## src/rtl/oled_pkg.sv

```systemverilog
// Shared constants, opcodes and decoder state type for the OLED SPI command/data decoder.
package oled_pkg;

   localparam int NUM_PAGES = 4;
   localparam int NUM_COLS  = 128;
   localparam int PAGE_W    = $clog2(NUM_PAGES);
   localparam int COL_W     = $clog2(NUM_COLS);

   localparam logic [7:0] OP_DISPLAY_OFF = 8'hAE;
   localparam logic [7:0] OP_DISPLAY_ON  = 8'hAF;
   localparam logic [7:0] OP_ENTIRE_OFF  = 8'hA4;
   localparam logic [7:0] OP_ENTIRE_ON   = 8'hA5;
   localparam logic [7:0] OP_CONTRAST    = 8'h81;
   localparam logic [7:0] OP_CHARGE_PUMP = 8'h8D;
   localparam logic [7:0] OP_PRECHARGE   = 8'hD9;
   localparam logic [7:0] OP_COM_CFG     = 8'hDA;
   localparam logic [7:0] OP_PAGE_ADDR   = 8'h22;

   localparam logic [7:0] CONTRAST_RST  = 8'h7F;
   localparam logic [7:0] PRECHARGE_RST = 8'h22;
   localparam logic [7:0] COM_CFG_RST   = 8'h12;

   typedef enum logic [0:0] {
      CMD_IDLE = 1'b0,
      CMD_ARG  = 1'b1
   } cmd_state_t;

   // Opcodes that take one argument byte before they take effect
   function automatic logic is_arg_opcode(input logic [7:0] op);
      return (op == OP_CONTRAST) || (op == OP_CHARGE_PUMP) || (op == OP_PRECHARGE) ||
             (op == OP_COM_CFG)  || (op == OP_PAGE_ADDR);
   endfunction

endpackage

```

## src/rtl/oled_spi_decoder_if.sv

```systemverilog
// Byte bus from the SPI receiver to the decoder, and the display-RAM pixel write bus.
interface spi_byte_if;
   logic       byteValid;
   logic [7:0] byteData;
   logic       dc;

   modport master (output byteValid, output byteData, output dc);
   modport slave  (input  byteValid, input  byteData, input  dc);
endinterface


```

## src/rtl/oled_spi_decoder_rx.sv

```systemverilog
// SPI byte receiver: input synchronizers, SCLK/SS edge detect, MSB-first shifter, framing error.
module spi_byte_rx #(
   parameter int SYNC_STAGES = 2
) (
   input  logic       clk,
   input  logic       rst,
   input  logic       sclk,
   input  logic       ss,
   input  logic       mosi,
   input  logic       dc,
   spi_byte_if.master byte_bus,
   output logic       frame_err
);

   logic [SYNC_STAGES-1:0] sclk_sync, ss_sync, mosi_sync, dc_sync;
   logic                   sclk_d, ss_d;
   logic [2:0]             bit_cnt;
   logic [6:0]             shreg;
   logic                   sclk_s, ss_s, mosi_s, dc_s;
   logic                   sample, ss_rise, last_bit;

   assign sclk_s = sclk_sync[SYNC_STAGES-1];
   assign ss_s   = ss_sync[SYNC_STAGES-1];
   assign mosi_s = mosi_sync[SYNC_STAGES-1];
   assign dc_s   = dc_sync[SYNC_STAGES-1];

   // The frame is still open in the cycle SS is seen rising, so a final edge there still counts
   assign ss_rise  = ss_s & ~ss_d;
   assign sample   = sclk_s & ~sclk_d & ~(ss_s & ss_d);
   assign last_bit = sample & (bit_cnt == 3'd7);

   always_ff @(posedge clk) begin
      if (rst) begin
         sclk_sync          <= '1;
         ss_sync            <= '1;
         mosi_sync          <= '0;
         dc_sync            <= '0;
         sclk_d             <= 1'b1;
         ss_d               <= 1'b1;
         bit_cnt            <= 3'd0;
         byte_bus.byteValid <= 1'b0;
         frame_err          <= 1'b0;
      end else begin
         sclk_sync          <= {sclk_sync[SYNC_STAGES-2:0], sclk};
         ss_sync            <= {ss_sync[SYNC_STAGES-2:0], ss};
         mosi_sync          <= {mosi_sync[SYNC_STAGES-2:0], mosi};
         dc_sync            <= {dc_sync[SYNC_STAGES-2:0], dc};
         sclk_d             <= sclk_s;
         ss_d               <= ss_s;
         byte_bus.byteValid <= last_bit;
         frame_err          <= ss_rise & ~last_bit & (bit_cnt != 3'd0);
         if (ss_rise)
            bit_cnt <= 3'd0;
         else if (sample)
            bit_cnt <= bit_cnt + 3'd1;
      end
   end

   always_ff @(posedge clk) begin
      if (sample)
         shreg <= {shreg[5:0], mosi_s};
      if (last_bit) begin
         byte_bus.byteData <= {shreg, mosi_s};
         byte_bus.dc       <= dc_s;
      end
   end

endmodule

```

## src/rtl/oled_spi_decoder.sv

```systemverilog
// OLED SPI command/data decoder top. Optional framing-error counter output under OLED_DEC_ERR_CNT_EN.
module oled_spi_decoder
   import oled_pkg::*;
#(
   parameter int SYNC_STAGES = 2
) (
   input  logic              sysClkIn,
   input  logic              sysRstIn,
   input  logic              SCLK,
   input  logic              SS,
   input  logic              MOSI,
   input  logic              DC,
   output logic              pixWriteValidOut,
   output logic [8:0]        pixWriteAddrOut,
   output logic [7:0]        pixWriteDataOut,
   output logic              displayOnOut,
   output logic              entireOnOut,
   output logic              chargePumpOnOut,
   output logic [7:0]        contrastOut,
   output logic [7:0]        preChargeOut,
   output logic [7:0]        comCfgOut,
   output logic [PAGE_W-1:0] pageOut,
   output logic [COL_W-1:0]  colOut,
   output logic              errorOut
`ifdef OLED_DEC_ERR_CNT_EN
   ,
   output logic [7:0]        errCntOut
`endif
);

   spi_byte_if rx_bus ();
   logic       frame_err;
   cmd_state_t state;
   logic [7:0] opcode;
   logic [7:0] rx_byte;

   spi_byte_rx #(.SYNC_STAGES(SYNC_STAGES)) u_rx (
      .clk       (sysClkIn),
      .rst       (sysRstIn),
      .sclk      (SCLK),
      .ss        (SS),
      .mosi      (MOSI),
      .dc        (DC),
      .byte_bus  (rx_bus.master),
      .frame_err (frame_err)
   );

   assign rx_byte = rx_bus.byteData;

   always_ff @(posedge sysClkIn) begin
      if (sysRstIn) begin
         pixWriteValidOut <= 1'b0;
         pixWriteAddrOut  <= '0;
         pixWriteDataOut  <= '0;
         displayOnOut     <= 1'b0;
         entireOnOut      <= 1'b0;
         chargePumpOnOut  <= 1'b0;
         contrastOut      <= CONTRAST_RST;
         preChargeOut     <= PRECHARGE_RST;
         comCfgOut        <= COM_CFG_RST;
         pageOut          <= '0;
         colOut           <= '0;
         errorOut         <= 1'b0;
         state            <= CMD_IDLE;
         opcode           <= '0;
`ifdef OLED_DEC_ERR_CNT_EN
         errCntOut        <= '0;
`endif
      end else begin
         pixWriteValidOut <= 1'b0;
         if (frame_err) begin
            errorOut <= 1'b1;
`ifdef OLED_DEC_ERR_CNT_EN
            if (errCntOut != 8'hFF)
               errCntOut <= errCntOut + 8'd1;
`endif
         end

         if (rx_bus.byteValid) begin
            if (rx_bus.dc) begin
               // A data byte also cancels any command still waiting for its argument
               state            <= CMD_IDLE;
               pixWriteValidOut <= 1'b1;
               pixWriteAddrOut  <= {pageOut, colOut};
               pixWriteDataOut  <= rx_byte;
               if (colOut == COL_W'(NUM_COLS - 1)) begin
                  colOut  <= '0;
                  pageOut <= pageOut + PAGE_W'(1);
               end else begin
                  colOut <= colOut + COL_W'(1);
               end
            end else if (state == CMD_ARG) begin
               state <= CMD_IDLE;
               case (opcode)
                  OP_CONTRAST:    contrastOut     <= rx_byte;
                  OP_CHARGE_PUMP: chargePumpOnOut <= rx_byte[2];
                  OP_PRECHARGE:   preChargeOut    <= rx_byte;
                  OP_COM_CFG:     comCfgOut       <= rx_byte;
                  OP_PAGE_ADDR:   pageOut         <= rx_byte[PAGE_W-1:0];
                  default:        ;
               endcase
            end else begin
               case (rx_byte)
                  OP_DISPLAY_OFF: displayOnOut <= 1'b0;
                  OP_DISPLAY_ON:  displayOnOut <= 1'b1;
                  OP_ENTIRE_OFF:  entireOnOut  <= 1'b0;
                  OP_ENTIRE_ON:   entireOnOut  <= 1'b1;
                  default: begin
                     if (is_arg_opcode(rx_byte)) begin
                        opcode <= rx_byte;
                        state  <= CMD_ARG;
                     end else if (rx_byte[7:4] == 4'h0) begin
                        colOut <= {colOut[6:4], rx_byte[3:0]};
                     end else if (rx_byte[7:3] == 5'b00010) begin
                        colOut <= {rx_byte[2:0], colOut[3:0]};
                     end
                  end
               endcase
            end
         end
      end
   end

endmodule
```

## config.mk

```make
export PLATFORM = sky130hd
export DESIGN_NAME = oled_spi_decoder
export DESIGN_NICKNAME = d
export VERILOG_FILES = /design/src/rtl/oled_pkg.sv /design/src/rtl/oled_spi_decoder_if.sv /design/src/rtl/oled_spi_decoder_rx.sv /design/src/rtl/oled_spi_decoder.sv
export SDC_FILE = /design/constraint.sdc
export NUM_CORES = 1
export LEC_CHECK = 0
export BUFFER_PORTS_ARGS = -buffer_cell sky130_fd_sc_hd__buf_2
export CAP_MARGIN = 0
export CORE_MARGIN = 2
export CORE_UTILIZATION = 58
export CTS_BUF_LIST = sky130_fd_sc_hd__clkbuf_8
export CTS_CLUSTER_SIZE = 20
export DETAILED_ROUTE_END_ITERATION = 10
export PLACE_DENSITY_LB_ADDON = 0.25
export RECOVER_POWER = 50
export SYNTH_ARGS = -nofsm -noshare
export SYNTH_HDL_FRONTEND = slang
export SYNTH_HIERARCHICAL = 1
export SYNTH_SLANG_ARGS = --single-unit
```

## constraint.sdc

```tcl
create_clock -name sysClkIn -period 2.4 [get_ports sysClkIn]
set_input_delay 0.24 -clock sysClkIn [delete_from_list [all_inputs] [get_ports sysClkIn]]
set_output_delay 0.24 -clock sysClkIn [all_outputs]
set_load 0.005 [all_outputs]
```

* Yosys cells after proc, flatten, opt, wreduce, memory -nomap -nowiden *
Cells that the tools add are included.

operators by class
  add/subtract/negate cells = 3
  equal/unequal tests = 22
  mux-type cells = 18
  bitwise gates (word level) = 15
  reduce and logical (&&, ||, !) cells = 26

operator list
  cell                   number
  $eq A8 B8 Y1 const B   12
  $mux W7                7
  $reduce_and A4 Y1      7
  $eq A8 B6 Y1 const B   2
  $reduce_bool A2 Y1     6
  $reduce_and A5 Y1      2
  $mux W2                4
  $ne A2 B1 Y1 const B   4
  $not A1 Y1             8
  $add A7 B1 Y7 const B  1
  $and A1 B1 Y1          7
  $eq A7 B7 Y1 const B   1
  $reduce_and A6 Y1      1
  $eq A5 B2 Y1 const B   1
  $mux W1                5
  $logic_not A4 Y1       1
  $logic_or A1 B1 Y1     4
  $pmux W1 S2            2
  $reduce_or A2 Y1       2
  $reduce_or A4 Y1       1
  $add A3 B1 Y3 const B  1
  $eq A3 B3 Y1 const B   1
  $reduce_bool A3 Y1     1
  $add A2 B1 Y2 const B  1
  other kinds (2)        2

storage, ports and cells
  flip-flop bits (word level) = 95
  output and inout bits = 55
  word-level logic and storage cells = 111

* Logic depth before layout (Yosys ltp) *
Gate-level depths: netlist of run 1.

  depth after elaboration = 9
  depth in mapped cells = 6
  gate-level depth less buffers = 5

* Cells and area by module *
Netlist of run 1, hierarchy kept.

by module, submodules not included
  module            times used  cells each  area each (um2)
  oled_spi_decoder  1           325         2,912.8
  spi_byte_rx       1           68          1,036.0

* Worst setup path before layout of run 1 *
Ideal clock, no wire load.

  path kind = reg2reg
  start = register opcode[2]
  end = register contrastOut[5]
  data arrival time = 1.686 ns
  required time = 2.280 ns
  setup slack = 0.595 ns
  stages on the path, launching flop included = 6
  path buffers = 1
  period minus slack after synthesis = 1.805 ns
  path through = dfxtp_1 or4_4 nor4_4 buf_6 nor2b_1 a211o_1

on the way
  cells in the longest elaborated chain, start to end = 2

ends and longest elaborated chain
  item                         line                     text
  start, declared              oled_spi_decoder.sv:34   logic [7:0] opcode;
  start signal, assigned       oled_spi_decoder.sv:110  opcode <= rx_byte;
  $eq A8 B8 Y1                 oled_spi_decoder.sv:94   case (opcode)
  $reduce_and A4 Y1 (no line)  -
  end signal, assigned         oled_spi_decoder.sv:95   OP_CONTRAST: contrastOut <= rx_byte;
  end, declared                oled_spi_decoder.sv:19   output logic [7:0] contrastOut,

No other way between the ends.
A chain may end at the register's enable or synchronous reset.

==> results of run 1 <==
[through the flow]
stage | power, W | util, % | worst slack, ps | hold WS [ps] | instance area (um2)
after CTS | 0.002724 | 68.18 | 478.2 | 60.30 | 4556
after global routing | 0.002792 | 67.36 | 139.2 | 52.16 | 4501
final | 0.002701 | 67.36 | 344.6 | 70.53 | 4501
after global placement | 0.001708 | 65.28 | 497.4 | 389.1 | 4362
after detailed placement | 0.001709 | 65.28 | 495.4 | 391.0 | 4362
after floorplan | 0.001693 | - | 594.5 | 308.9 | 3949
[final cells by class]
| class | count | area, um2 | area share, % |
|---|---|---|---|
| multi-input cells | 265 | 1740 | 38.67 |
| clock buffers | 9 | 123.9 | 2.752 |
| well taps | 80 | 100.1 | 2.224 |
| flip-flops and latches | 95 | 2062 | 45.82 |
| clock inverters | 7 | 70.07 | 1.557 |
| repair buffers | 73 | 366.6 | 8.146 |
| inverters | 10 | 37.54 | 0.8340 |
[critical path: stages]
cell and delay (ps):
sky130_fd_sc_hd__clkbuf_1 300, sky130_fd_sc_hd__dlymetal6s4s_1 1370, sky130_fd_sc_hd__nand2b_1 260, sky130_fd_sc_hd__mux2i_1 90
[cells in the final DEF, fill, tap and decap left out, types with 2 or more instances in the layout]
| cell | netlist | routed |
|---|---|---|
| sky130_fd_sc_hd__dfxtp_1 | 79 | 79 |
| sky130_fd_sc_hd__nand2_1 | 40 | 40 |
| sky130_fd_sc_hd__buf_2 | 3 | 37 |
| sky130_fd_sc_hd__a21oi_1 | 33 | 34 |
| sky130_fd_sc_hd__nor2_1 | 26 | 26 |
| sky130_fd_sc_hd__clkbuf_1 | 18 | 25 |
| sky130_fd_sc_hd__mux2i_1 | 24 | 24 |
| sky130_fd_sc_hd__nand2b_1 | 20 | 21 |
| sky130_fd_sc_hd__nor2b_1 | 18 | 18 |
| sky130_fd_sc_hd__edfxtp_1 | 16 | 16 |
| sky130_fd_sc_hd__nand3_1 | 12 | 12 |
| sky130_fd_sc_hd__inv_1 | 10 | 11 |
| sky130_fd_sc_hd__a211o_1 | 11 | 11 |
| sky130_fd_sc_hd__buf_4 | 0 | 10 |
| sky130_fd_sc_hd__clkbuf_8 | 0 | 9 |
| sky130_fd_sc_hd__o21ai_0 | 6 | 6 |
| sky130_fd_sc_hd__or2_2 | 6 | 6 |
| sky130_fd_sc_hd__nor4_1 | 5 | 5 |
| sky130_fd_sc_hd__nor3_1 | 5 | 5 |
| sky130_fd_sc_hd__nor4b_1 | 4 | 4 |
| sky130_fd_sc_hd__ha_1 | 4 | 4 |
| sky130_fd_sc_hd__nor4_4 | 3 | 3 |
| sky130_fd_sc_hd__nand4b_1 | 3 | 3 |
| sky130_fd_sc_hd__xnor2_1 | 3 | 3 |
| sky130_fd_sc_hd__o31a_1 | 2 | 2 |
| sky130_fd_sc_hd__and3_1 | 2 | 2 |
| sky130_fd_sc_hd__o32ai_1 | 2 | 2 |
| sky130_fd_sc_hd__a31o_2 | 2 | 2 |
| sky130_fd_sc_hd__a21o_1 | 2 | 2 |
| sky130_fd_sc_hd__nand4_1 | 2 | 2 |
| sky130_fd_sc_hd__or3b_2 | 2 | 2 |
| sky130_fd_sc_hd__a311oi_1 | 2 | 2 |
| sky130_fd_sc_hd__or2b_1 | 2 | 2 |
| sky130_fd_sc_hd__inv_6 | 0 | 2 |
| sky130_fd_sc_hd__o2111ai_1 | 2 | 2 |
[worst max path at each step]
stage                                   start  slack [ps]              end  cells after the start
floorplan                           opcode[2]         590   contrastOut[5]                      5
global placement    u_rx/byte_bus.byteData[5]         500        colOut[4]                      4
detailed placement  u_rx/byte_bus.byteData[5]         500        colOut[4]                      4
CTS                 u_rx/byte_bus.byteData[4]         480        colOut[1]                      4
global route                         sysRstIn         140  u_rx/bit_cnt[2]                      4
finish                               sysRstIn         340        opcode[6]                      4
[logic make-up after synthesis]
group	count (synthesis)	share of synthesized area, %
simple gates	160	23.48
buf+inv	33	3.422
xor+xnor	4	0.8874
compound gates	73	12.64
mux	24	6.084
flops	95	52.22
fa+ha+maj	4	1.267
[sequential cells by signal, summed over array words and instances (netlist names), 7 cells and up]
| signal | flops |
|---|---|
| pixWriteAddrOut | 9 |
| preChargeOut | 8 |
| u_rx/shreg | 7 |
| colOut | 7 |
| comCfgOut | 8 |
| pixWriteDataOut | 8 |
| contrastOut | 8 |
| opcode | 8 |
| u_rx/byte_bus.byteData | 8 |
[cell usage after synthesis (all sizes together), types with 3 or more instances]
cell,number,area (um2)
dfxtp,79,1582
nand2,40,150.1
a21oi,34,173.9
nor2,26,97.59
mux2i,24,240.2
nand2b,21,138.9
clkbuf,18,67.56
nor2b,18,112.6
edfxtp,16,480.5
nand3,12,60.06
a211o,11,96.34
inv,10,37.54
nor4,8,95.09
o21ai,7,35.03
or2,6,37.54
buf,5,30.02
nor3,5,25.02
ha,4,50.05
nand4b,4,50.05
nor4b,4,35.03
xnor2,3,26.28
[metal layers]
metal	wire length (um)	track usage, %
met3	395	4.476
met1	3637	30.15
met2	4008	35.59
met5	0	0
met4	99	7.955
[where the power goes]
| part | internal, W | total (W) | switching (W) |
|---|---|---|---|
| registers | 0.00162 | 0.00162 | 0.00000295 |
| logic | 0.0000165 | 0.0000441 | 0.0000276 |
| clock network | 0.000484 | 0.00103 | 0.000549 |
==> summary.md, run 1 <==
| Metric | Value |
|---|---|
| Instance count along the most critical hold path | 2 |
| Prevailing post-synth register cell | sky130_fd_sc_hd__dfxtp_1 |
| Total vias in the final route | 3080 |
| Core Box Area | 0.006681 mm2 |
| Post-Syn Nets | 403 |
| Largest net degree at the start of global routing | 54 |
| Detailed Routing Iterations Pass 1 | 4 |
| Wire length of the first global-routing pass | 13100 um |
| Worst reg2reg endpoint | colOut[1] |
| Worst Max-Slew Pin Slew | 1675 ps |
| Highest ir drop seen on vdd | 0.0004276 V |
| Global placement routability congestion | 0.9327 |
| Total Wirelength | 8141 um |
| Path category of the worst min-delay check | in2reg |
| Depth of the most critical reg-to-reg path | 4 |
| Filler cell count in the final layout | 559 |
| Leak | 1.591 nW |
| Count of final hold-check violations | 0 |
| WL per Instance | 15.10 um |
| Endpoint, Worst Hold | u_rx/sclk_sync[0] |
| CTS tree | built |
| Worst Path Required | 2630 ps |
| Library cell used as clock root buffer | sky130_fd_sc_hd__clkbuf_8 |
| Count of buffers inserted at the top-level ports | 60 |
| Sequential element share of the synthesized area | 52.22% |
| Post-CTS clock slew at the launch and capture registers of the worst setup and hold paths | 90 ps |
| Number of placed cells counting well taps | 523 |
| Peak Freq | 0.4865 GHz |
| Antenna violations before repair | 0 |
| Skew-Pair Late Insertion Delay | 350 ps |
| Data arrival, critical path | 2280 ps |
| Remaining Overflow, GRT | 0 |
| Status | finished with violations |
| Number of enable flip-flop cells after synthesis | 16 |
| R2R setup slack | 460 ps |
| Number of rows created at floorplan | 30 |
| Number of buffers inserted during clock tree synthesis | 9 |
| Type of origin of the critical path | input pin |
| Slew Viols, Final | 54 |
| Total I/O pin count | 61 |
| Post-synth design cell area | 0.003949 mm2 |
| Die Outline Area | 0.007484 mm2 |
| Share of final-layout standard cells stronger than drive strength 1 | 17.43% |
| Fin crit share | 85.64% |
| Clock buffer depth | 2 |
| Max-cap violations | 1 |
| Die Span X | 86.51 um |
| Clock skew | 14.64 ps |
| H-Tree Depth | 3 |
| Iter 0 DRT Violations | 267 |
| Startpoint of the worst hold path | SCLK |
| Synth Instances | 393 |
| Count of final setup violators | 0 |
| # hold bufs at CTS | 0 |
| Effective utilization at floorplan | 59.10% |
| Detail-routed via count per cell | 5.714 |
| Average cell area after synthesis | 10.05 um2 |
| Fin cells | 539 |
| Layout overhead on the synthesized area | 13.97% |
| Worst reg2reg path startpoint | u_rx/byte_bus.byteData[4] |
| Yosys warns | 6 |
| DP HPWL | 5549 um |
| Worst Setup End Kind | flop |
| Post-layout min period | 2055 ps |
| Number of antenna-violating nets in the routed design | 0 |
| Number of global-route vias before repair | 2704 |
| Unrepaired setup endpoints after global routing | false |
| Total power per unit cell area | 600.1 mW/mm2 |
| Combined global-route utilization of all metal layers | 22.25% |
| Synth Register Bits | 95 |
| Asr flop ratio synth | 0% |
| Number of distinct library cells after synthesis | 56 |
| CP max FO | 53 |
| Post-cts repair resize count | 0 |
| Overall die height | 86.51 um |
| Worst setup path class | in2reg |
| Number of antenna diodes | 0 |
| Final nets | 464 |
| Number of sinks on the clock net | 95 |
| Failing checks | capacitance limit, slew limit |
| Post-CTS Setup Bufs | 0 |
| Max-Slew Margin vs Limit | -11.69% |
| Total Neg Setup Slack | 0 ps |
| Final routed DRC violation total | 0 |
(Power assumes the default switching activity.)
==> inputs of run 2 (changes only) <==
--- a/config.mk
+++ b/config.mk
@@ -8,7 +8,7 @@
 export BUFFER_PORTS_ARGS = -buffer_cell sky130_fd_sc_hd__buf_2
 export CAP_MARGIN = 0
 export CORE_MARGIN = 2
-export CORE_UTILIZATION = 58
+export CORE_UTILIZATION = 53
 export CTS_BUF_LIST = sky130_fd_sc_hd__clkbuf_8
 export CTS_CLUSTER_SIZE = 20
 export DETAILED_ROUTE_END_ITERATION = 10
==> constraint.sdc (replaced) <==
create_clock -name sysClkIn -period 1.8 [get_ports sysClkIn]
set_input_delay 0.18 -clock sysClkIn [delete_from_list [all_inputs] [get_ports sysClkIn]]
set_output_delay 0.18 -clock sysClkIn [all_outputs]
set_load 0.005 [all_outputs]
==> summary.md, run 2 (synthesized netlist as in run 1, its figures left out) <==
| Metric | Value |
|---|---|
| Library cell used as clock root buffer | sky130_fd_sc_hd__clkbuf_8 |
| Overall power of the completed layout | 0.003598 W (+33%) |
| Antenna violations before repair | 0 (unchanged) |
| Global placement routability congestion | 0.8740 (-6.3%) |
| Skew-Pair Late Insertion Delay | 360 ps (about the same) |
| Slowest cell on the critical path | sky130_fd_sc_hd__edfxtp_1 |
| Post-CTS clock slew at the launch and capture registers of the worst setup and hold paths | 90 ps (about the same) |
| Overall die height | 90.32 um (+4.4%) |
| Highest ir drop seen on vdd | 0.0004756 V (+11%) |
| Path category of the worst min-delay check | in2reg |
| CP max FO | 5 (-91%) |
| Total vias in the final route | 3186 (+3.4%) |
| Peak Freq | 0.5603 GHz |
| Number of global-route vias before repair | 3087 (+14%) |
| Placed standard-cell area | 0.004626 mm2 (+6.1%) |
| Die Span X | 90.32 um (+4.4%) |
| Final nets | 500 (+7.8%) |
| Max-cap violations | 0 (-1) |
| Crit path max-delay family | simple AND/OR/NAND/NOR gates |
| CTS tree | built |
| Remaining Overflow, GRT | 0 (unchanged) |
| Worst path buffer plus inverter count | 2 (unchanged) |
| Largest stage delay on the critical path | 470 ps (-900 ps) |
| Data arrival, critical path | 2060 ps (-220 ps) |
| WL per Instance | 15.35 um (+1.6%) |
| Startpoint of the worst hold path | MOSI |
| Worst Max-Slew Pin Slew | 888.3 ps (-787.0 ps) |
| Worst reg2reg endpoint | colOut[2] |
| Total Wirelength | 9116 um (+12%) |
| Worst setup path class | reg2reg |
| Detail-routed via count per cell | 5.364 (-6.1%) |
| Fin crit share | 99.15% |
| Iter 0 DRT Violations | 193 (-28%) |
| Most common library cell in the layout ignoring fill and taps | sky130_fd_sc_hd__dfxtp_1 |
| Number of flip-flops in the largest register | 9 (unchanged) |
| Clock skew | 7.939 ps (-6.696 ps) |
| Final routed DRC violation total | 0 (unchanged) |
| Most used cells in the layout excluding fill and tap cells | 79 x sky130_fd_sc_hd__dfxtp_1, 42 x sky130_fd_sc_hd__buf_2, 40 x sky130_fd_sc_hd__nand2_1 |
| Endpoint, Worst Hold | u_rx/mosi_sync[0] |
| Slew Viols, Final | 0 (-100%) |
| Post-layout min period | 1785 ps |
| Largest net degree at the start of global routing | 54 (unchanged) |
| Filler cell count in the final layout | 591 (+5.7%) |
| Number of placed cells counting well taps | 569 (+8.8%) |
| Worst Path Required | 2080 ps (-550 ps) |
| Combined global-route utilization of all metal layers | 23.00% (+0.75 points) |
| Register with the most flip-flops | pixWriteAddrOut |
| Max-Slew Margin vs Limit | 40.78% (+52 points) |
| Fin cells | 594 (+10%) |
| Detailed Routing Iterations Pass 1 | 4 (unchanged) |
| Clock buffer depth | 2 (unchanged) |
| Share of final-layout standard cells stronger than drive strength 1 | 26.46% (+9.0 points) |
| Worst reg2reg path startpoint | u_rx/byte_bus.byteData[6] |
| Count of final hold-check violations | 0 (unchanged) |
| Number of sinks on the clock net | 95 (unchanged) |
| Cell area after layout | 0.004947 mm2 (+9.9%) |
| Total I/O pin count | 61 (unchanged) |
| R2R setup slack | 20 ps (-440 ps) |
| Instance count along the most critical hold path | 2 (unchanged) |
| Type of origin of the critical path | flop |
| Status | finished clean |
| Leak | 1.841 nW (+16%) |
| Layout overhead on the synthesized area | 25.29% |
| H-Tree Depth | 3 (unchanged) |
| Critical path cell sequence | buf_4 -> or4_4 -> buf_4 -> o31ai_2 -> a21oi_1 -> nor3_1 |
| Number of buffers inserted during clock tree synthesis | 9 (unchanged) |
| Effective utilization at floorplan | 54.73% (-4.4 points) |
| Most frequent cell on the critical path | sky130_fd_sc_hd__buf_4 |
| Total power per unit cell area | 727.3 mW/mm2 (+21%) |
| Count of final setup violators | 0 (unchanged) |
| Count of buffers inserted at the top-level ports | 60 (unchanged) |
| Wire length of the first global-routing pass | 14930 um (+14%) |
| DP HPWL | 6169 um (+11%) |
| Number of rows created at floorplan | 31 (+3.3%) |
| Number of antenna diodes | 0 (unchanged) |
| Depth of the most critical reg-to-reg path | 6 (+2) |
| Worst Setup End Kind | flop |
| Die Outline Area | 0.008157 mm2 (+9.0%) |
| Number of antenna-violating nets in the routed design | 0 (unchanged) |
| Core Box Area | 0.007214 mm2 (+8.0%) |
| Unrepaired setup endpoints after global routing | true |
-- run 2: cell types whose count changed in the layout (fill, tap and decap cells not counted), sizes merged --
cell | previous run | this run
buf | 47 | 86
clkbuf | 34 | 29
clkinv | 1 | 3
dlygate4sd3 | 0 | 2
clkinvlp | 1 | 0
dlymetal6s2s | 0 | 1
dlymetal6s4s | 1 | 0
inv | 14 | 13
-- run 2: how the worst max path moves through the flow --
stage / to / cells past startpoint / startpoint / slack, ps
after floorplan: contrastOut[5] / 5 / opcode[2] / 40
after global placement: displayOnOut / 5 / u_rx/byte_bus.dc / 30
after detailed placement: displayOnOut / 5 / u_rx/byte_bus.byteData[5] / -10
after CTS: opcode[3] / 6 / u_rx/byte_bus.byteData[4] / 10
after global routing: opcode[3] / 6 / u_rx/byte_bus.byteData[5] / -120
final: colOut[2] / 6 / u_rx/byte_bus.byteData[6] / 20
-- run 2: timing repair --
| item | 4_1_cts | 5_1_grt |
|---|---|---|
| resized for setup | 4 | 17 |
| buffers inserted | 0 | 6 |
| gates cloned | 0 | 1 |
| endpoints found under the setup margin | 4 | 23 |
| endpoints found under the hold margin | 2 | 0 |
| hold buffers | 2 | 0 |
| pin swaps | 1 | 6 |
-- run 2: where the power goes --
| group | internal, W | switching (W) |
|---|---|---|
| logic | 0.0000252 | 0.0000390 |
| registers | 0.00216 | 0.00000408 |
| clock network | 0.000636 | 0.000734 |
| total | 0.00282 | 0.000777 |
-- run 2: cell type report --
cell class | instances | area [um2] | share of cell area, %
well taps | 99 | 123.9 | 2.504
clock buffers | 9 | 123.9 | 2.504
multi-input cells | 265 | 1838 | 37.15
repair buffers | 109 | 696.9 | 14.09
clock inverters | 7 | 65.06 | 1.315
flip-flops and latches | 95 | 2062 | 41.68
inverters | 10 | 37.54 | 0.7587
-- run 2: metrics by stage --
| stage | hold WS [ps] | TNS [ps] | setup WS [ps] | utilization (%) |
|---|---|---|---|---|
| floorplan | 248.9 | 0 | 36.85 | - |
| global placement | 364.8 | 0 | 26.75 | 64.12 |
| detailed placement | 366.3 | -14.12 | -14.12 | 64.12 |
| CTS | 21.33 | 0 | 11.39 | 67.27 |
| global route | 15.34 | -821.9 | -118.0 | 68.57 |
| finish | 27.81 | 0 | 15.27 | 68.57 |
-- run 2: layer usage --
layer	up-vias	global-route usage, %	part of all wire [%]	routed length [um]
li1	1577	-	-	-
met2	45	38.35	49	4495
met3	13	4.925	3.0	276
met5	-	0	0	0
met4	0	8.333	1.4	127
met1	1551	29.59	46	4216
